[src/rtl/cia_pkg.sv]
// Shared constants for the CIA time-of-day block: CRB bit positions, default width
// and the nibble increment used by the counter's carry chain.
package cia_pkg;

  localparam int NBYTES_DEF = 3;
  localparam int CRB_ALARM  = 7;
  localparam int CRB_BCD    = 6;

  // Returns {carry, nibble+1}; in BCD mode a nibble at 9 (or above) rolls to 0 with carry.
  function automatic logic [4:0] nib_inc(input logic [3:0] n, input logic bcd);
    if (bcd) return (n >= 4'd9) ? 5'b1_0000 : {1'b0, n + 4'd1};
    return {1'b0, n} + 5'd1;
  endfunction

endpackage

[src/rtl/cia_tod_inc.sv]
// Ripple increment of the whole tod value, one digit at a time, binary or BCD.
module cia_tod_inc
  import cia_pkg::*;
#(
  parameter int NBYTES = NBYTES_DEF
) (
  input  logic                  bcd,
  input  logic [8*NBYTES-1:0]   d,
  output logic [8*NBYTES-1:0]   q
);

  always_comb begin
    logic       c;
    logic [4:0] r;
    q = d;
    c = 1'b1;
    r = '0;
    for (int i = 0; i < 2*NBYTES; i++) begin
      if (c) begin
        r = nib_inc(d[4*i +: 4], bcd);
        q[4*i +: 4] = r[3:0];
        c = r[4];
      end
    end
  end

endmodule

[src/rtl/cia_tod_counter.sv]
// CIA-style time-of-day counter with read latch, alarm compare and one-clock irq.
// Optional BCD counting (CRB bit 6) is built only when CIA_TOD_BCD_EN is defined.
module cia_tod_counter
  import cia_pkg::*;
#(
  parameter int                  NBYTES    = NBYTES_DEF,
  parameter logic [8*NBYTES-1:0] ALARM_RST = '1
) (
  input  logic              clk,
  input  logic              reset_n,
  input  logic              clk7_en,
  input  logic              wr,
  input  logic [NBYTES-1:0] tsel,
  input  logic              tcr,
  input  logic [7:0]        data_in,
  output logic [7:0]        data_out,
  input  logic              count,
  output logic              irq
);

  localparam int W   = 8*NBYTES;
  localparam int MSB = NBYTES-1;

  logic [W-1:0] tod, tod_inc, tod_latch, alarm;
  logic         crb7, mode, count_ena, latch_ena, count_prev;
  logic         edge_det, tod_wr, tod_rd, inc_fire;
  logic [7:0]   crb_val;

  assign edge_det = count & ~count_prev;
  assign tod_wr   = wr & ~crb7 & (|tsel);
  assign tod_rd   = ~wr & ~crb7;
  // A tod write in the same enabled cycle swallows the count edge.
  assign inc_fire = clk7_en & edge_det & count_ena & ~tod_wr;

  cia_tod_inc #(.NBYTES(NBYTES)) u_inc (
    .bcd (mode),
    .d   (tod),
    .q   (tod_inc)
  );

`ifdef CIA_TOD_BCD_EN
  logic mode_q;
  always_ff @(posedge clk or negedge reset_n) begin
    if (!reset_n) mode_q <= 1'b0;
    else if (clk7_en && wr && tcr) mode_q <= data_in[CRB_BCD];
  end
  assign mode = mode_q;
`else
  assign mode = 1'b0;
`endif

  always_ff @(posedge clk or negedge reset_n) begin
    if (!reset_n) begin
      tod        <= '0;
      alarm      <= ALARM_RST;
      tod_latch  <= '0;
      crb7       <= 1'b0;
      count_ena  <= 1'b1;
      latch_ena  <= 1'b1;
      count_prev <= 1'b0;
      irq        <= 1'b0;
    end else begin
      // Cleared on every clk so the pulse is one clk wide regardless of clk7_en.
      irq <= inc_fire && (tod_inc == alarm);
      if (clk7_en) begin
        count_prev <= count;
        if (latch_ena) tod_latch <= tod;
        if (wr && tcr) crb7 <= data_in[CRB_ALARM];
        for (int i = 0; i < NBYTES; i++) begin
          if (wr && tsel[i]) begin
            if (crb7) alarm[8*i +: 8] <= data_in;
            else      tod[8*i +: 8]   <= data_in;
          end
        end
        if (inc_fire) tod <= tod_inc;
        // With NBYTES=1 MSB and LSB coincide and the set wins.
        if (tod_wr && tsel[MSB]) count_ena <= 1'b0;
        if (tod_wr && tsel[0])   count_ena <= 1'b1;
        if (tod_rd && tsel[MSB]) latch_ena <= 1'b0;
        if (tod_rd && tsel[0])   latch_ena <= 1'b1;
      end
    end
  end

  always_comb begin
    crb_val            = '0;
    crb_val[CRB_ALARM] = crb7;
    crb_val[CRB_BCD]   = mode;
    data_out           = 8'h00;
    if (!wr) begin
      if (tcr) data_out = crb_val;
      for (int i = 0; i < NBYTES; i++) begin
        if (tsel[i]) data_out = tod_latch[8*i +: 8];
      end
    end
  end

endmodule

[config.mk]
export PLATFORM = sky130hd
export DESIGN_NAME = cia_tod_counter
export DESIGN_NICKNAME = d
export VERILOG_FILES = /design/src/rtl/cia_pkg.sv /design/src/rtl/cia_tod_inc.sv /design/src/rtl/cia_tod_counter.sv
export SDC_FILE = /design/constraint.sdc
export NUM_CORES = 1
export LEC_CHECK = 0
export CORE_AREA = 5 5 96 98
export DETAILED_ROUTE_END_ITERATION = 8
export DIE_AREA = 0 0 101 103
export PLACE_DENSITY_LB_ADDON = 0.12
export SYNTH_ARGS = -nofsm -noshare
export SYNTH_HDL_FRONTEND = slang
export SYNTH_SLANG_ARGS = --single-unit
[constraint.sdc]
create_clock -name clk -period 2.9 [get_ports clk]
set_clock_uncertainty 0.2 [all_clocks]
set_input_delay 0.725 -clock clk [delete_from_list [all_inputs] [get_ports clk]]
set_output_delay 0.725 -clock clk [all_outputs]
set_load 0.03 [all_outputs]
* After elaboration in Yosys (flattened, before gate mapping)
Index checks and enable logic that the tools add are counted.
Word-level totals: register bits after elaboration 77, input port bits 17, memories kept 0, logic and storage cells 89, bits in writable memories 0, output and inout port bits 9, ROM bits 0, bits in latches 0
Cells by class: $add $sub $neg 6, mux-type cells 33, $mul 0, magnitude comparators 0, shift-type cells 0, div/mod/pow operators 0, bitwise operators 11, eq/ne operators 2, reduce and logical (&&, ||, !) cells 25
Operators by type and width (number):
- 2-to-1 mux 8 bit | 9
- adder 4 x 1 -> 5 bit (second input constant) | 5
- equality test 24 bit | 1
- 2-to-1 mux 24 bit | 1
- 2-to-1 mux 4 bit | 6
- 2-to-1 mux 5 bit | 4
- AND reduction 3 bit | 6
- 2-to-1 mux 1 bit | 13
- nonzero test 2 bit | 5
- logical AND 1 bit | 9
- AND reduction 2 bit | 4
- bitwise AND 1 bit | 7
- adder 4 x 1 -> 4 bit (second input constant) | 1
- inverter 1 bit | 4
- OR reduction 3 bit | 1
- != test 2 x 1 -> 1 bit (second input constant) | 1

* Longest topological paths before layout
word-level depth 18, mapped depth 8, gate-level depth less buffers 7

* By module
Synthesis repeated with hierarchy kept, for this count alone.
Second synthesis, totals: cells, all modules 432, area total of the unflattened synthesis 4493.1 µm²
Modules (own cells, without submodules):
- cia_tod_counter | instances 1, area an instance 3614.7 µm², cells an instance 298
- cia_tod_inc | instances 1, area an instance 878.3 µm², cells an instance 134

* Least setup slack after synthesis
Ideal clock, no wire load.
path type input port to output port, start input port tsel[0], end output port data_out[6], arrival 1912 ps, path slack 63 ps, required time 1975 ps, path buffers 2, stages on the path 7, cell sequence clkbuf_1 nor2b_1 clkbuf_1 a22oi_1 nor2_1 a21oi_1 nor2_1
On the way: cells in the longest elaborated chain, start to end 4
RTL lines:
- from (decl) | RTL line cia_tod_counter.sv:13 | input logic [NBYTES-1:0] tsel,
- 2-to-1 mux 8 bit (3 in a row) | RTL line cia_tod_counter.sv:93 | if (tsel[i]) data_out = tod_latch[8*i +: 8];
- 2-to-1 mux 8 bit | RTL line cia_tod_counter.sv:90 | if (!wr) begin
- to (decl) | RTL line cia_tod_counter.sv:16 | output logic [7:0] data_out,
No other way between the ends.

* Final worst setup path
start input port tsel[2], end output port data_out[7]
On the way: cells in the longest elaborated chain, start to end 2
RTL lines (RTL line):
- 2-to-1 mux 8 bit | cia_tod_counter.sv:93
- 2-to-1 mux 8 bit | cia_tod_counter.sv:90
No other way between the ends.

==> out/metrics.yaml <==
syn_to_final_growth_pct: 16.8
grt_util_all_layers: 0.236
grt_pass1_vias: 3484
path_max_fanout: 19
dieArea_sq_um: 10400
wl_met3_um: 555
async_flop_share: 1.00
cts_root_buffer: "clkbuf_8"
cts.path.max_buffers: 2
yosys_warnings: 0
slew_headroom: 0.656
p_sw_mw: 1.66
yosysUniqueCellTypes: 61
endpoint_kind: "output pin"
hold_class: "primary input to asynchronous set/reset pin"
cts_htree_levels: 3
post-route-util: 0.610
arrival_ns: 1.85
synth-seq-cells: 77
r2r_end: "irq"
ff2ff_setup_slack_ns: 0.14
finalHoldViolCount: 0
max_freq_ghz: 0.361
r2r_start: "tod[12]"
setup_tns_ns: 0
dp_hpwl_um: 8770
vias: 3597
total_power_mw: 4.41
grt_overflow: 0
start_util: 0.523
n_antenna_cell: 0
fillers: 748
placedCellCount: 582
synth_edf_count: 0
finalSetupViolations: 0
ys_seq_area_frac: 0.447
synthCells: 440
clock_latency_ns: 0.35
grt_max_degree: 40
comb_power_share: 0.365
seqPwrFrac: 0.448
cts.clk_slew.worst_paths_ns: 0.09
drive_above_1_share: 0.289
period_needed_ns: 2.77
finalCritPeriodShare: 0.955
cts_buffers: 9
die_h_um: 103
required_ns: 1.98
r2r_cells: 7
grt_pass1_wl_um: 18600
synth.cell_area_sq_um: 4380
max_cap_violations: 0
syn_avg_cell_area_sq_um: 9.96
top_layer_used: "met4"
irDropWorstVdd_v: 0.000446
finalWirelength_um: 11600
nets: 509
power_density_nw_per_um2: 862
cts_tree: "done"
leakage_nw: 2.10
fp.dieW_um: 101
fin_cells: 599
antenna_found_initial: 0
drc: 0
row_count: 34
p_int_mw: 2.75
io_pins: 26
final_max_slew_viol_count: 0
first_iter_violations: 267
p_clk_frac: 0.188
post_dp_cell_area_sq_um: 4900
via_per_inst: 6.01
drt_pre_antenna_iters: 5
switching_share: 0.376
syn-num-nets: 463
routedLengthMet1_um: 5300
portBuffers: 25
cts_num_sinks: 77
rsz0062_at_grt: "false"
wl_per_cell_um: 19.4
postCtsHoldBufs: 0
worst_pin_slew_ns: 0.516
outcome: "finished, final reports clean"
path_class: "primary input to output pin"
routabilityCongestion: 0.904
start_kind: "primary input"
core_area_sq_um: 8380
wl_met2_um: 5340
fin_area_sq_um: 5120
ant_nets: 0
synth_flop_cell: "dfrtp_1"
-- layout by cell type (no fill, tap or decap), drive strengths merged, types with 4 or more instances in the layout --
cell,count
dfrtp,51
mux2,46
nor2,42
buf,40
nand2,38
a21oi,34
dfstp,26
o21ai,26
xnor2,18
nand3,18
clkdlybuf4s50,13
inv,12
xor2,10
nand4,10
clkbuf,10
a22oi,8
o22ai,8
and3,8
nor3,6
ha,6
a31oi,5
nand2b,5
nor4,4
-- flip-flops by register name, summed over array words and instances, names as in the netlist --
register    flops
alarm          24
tod            24
tod_latch      24
count_ena       1
count_prev      1
crb7            1
irq             1
latch_ena       1
-- cells by family after synthesis --
group                    Yosys count  share of synthesized area
adder cells (fa/ha/maj)            6                     0.0171
multiplexers                      48                      0.123
flip-flops                        77                      0.447
buffers and inverters             31                     0.0317
AO/OA/AOI/OAI                    108                      0.154
AND/OR/NAND/NOR                  142                      0.171
XOR/XNOR                          28                     0.0560
-- timing repair --
item / 4_1_cts / 5_1_grt
buffers inserted: 0 / 1
gates resized for setup: 1 / 4
endpoints found under the setup margin: 8 / 9
cloned: 0 / 0
pin swaps: 0 / 2
-- critical path, stage by stage --
cell and delay, ns:
clkdlybuf4s50_1 0.48, buf_4 0.22, nor2_1 0.07, a21oi_1 0.12, nor2_1 0.06, buf_4 0.16
-- synth_stat cells, types with 3 or more instances --
cell      instances  area, sq um
nand3_1          15         75.1
ha_1              6         75.1
a311oi_1          3         26.3
nand2_1          37          139
a22oi_1           8         60.1
a21oi_1          34          170
dfstp_2          26          683
and3_1            7         43.8
a31oi_1           5         31.3
nor2_1           42          158
nand2b_1          5         31.3
mux2_2           46          518
nor3_1            5         25.0
o21ai_0          25          125
a211oi_1          3         22.5
dfrtp_1          51         1280
xnor2_1          18          158
nor2b_1           3         18.8
a21o_1            3         22.5
inv_1            10         37.5
xor2_1           10         87.6
nand4_1          10         62.6
clkbuf_1         16         60.1
o22ai_1           8         50.1
-- worst max path at each step --
| stage | slack [ns] | to | cells after the start | from |
|---|---|---|---|---|
| 2_1_floorplan | 0.06 | data_out[6] | 7 | tsel[0] |
| 3_3_place_gp | -0.03 | data_out[5] | 8 | tsel[0] |
| 3_5_place_dp | -0.05 | data_out[1] | 8 | tsel[0] |
| 4_1_cts | 0.003 | data_out[1] | 8 | tsel[1] |
| 5_1_grt | 0.004 | irq | 7 | tod[12] |
| 6_report | 0.13 | data_out[7] | 6 | tsel[2] |
-- routing by layer --
layer / up-vias / track usage
met1: 1736 / 0.327
met2: 124 / 0.367
li1: 1709 / -
met4: 0 / 0.113
met3: 28 / 0.0338
met5: - / 0
-- layout make-up --
cell class,instances,area (sq um),share of cell area
Timing Repair Buffer,56,489,0.0956
Inverter,10,37.5,0.00734
Clock inverter,6,70.1,0.0137
Sequential cell,77,1960,0.383
Clock buffer,10,128,0.0249
Multi-Input combinational cell,332,2300,0.449
Tap cell,108,135,0.0264
-- through the flow --
stage	setup slack [ns]	hold WS (ns)
2_1_floorplan	0.0628	0.229
3_3_place_gp	-0.0338	0.243
3_5_place_dp	-0.0458	0.249
4_1_cts	0.00309	0.152
5_1_grt	0.00375	0.158
6_report	0.129	0.131
-- power groups by stage --
stage	registers (mW)	clock network (mW)	logic (mW)
2_1_floorplan	1.82	0	1.19
3_3_place_gp	1.97	0	1.55
3_5_place_dp	1.99	0	1.59
4_1_cts	1.97	0.840	1.60
5_1_grt	2.02	0.896	1.76
6_report	1.97	0.827	1.61
No activity file was read; power rests on OpenSTA's default activity.
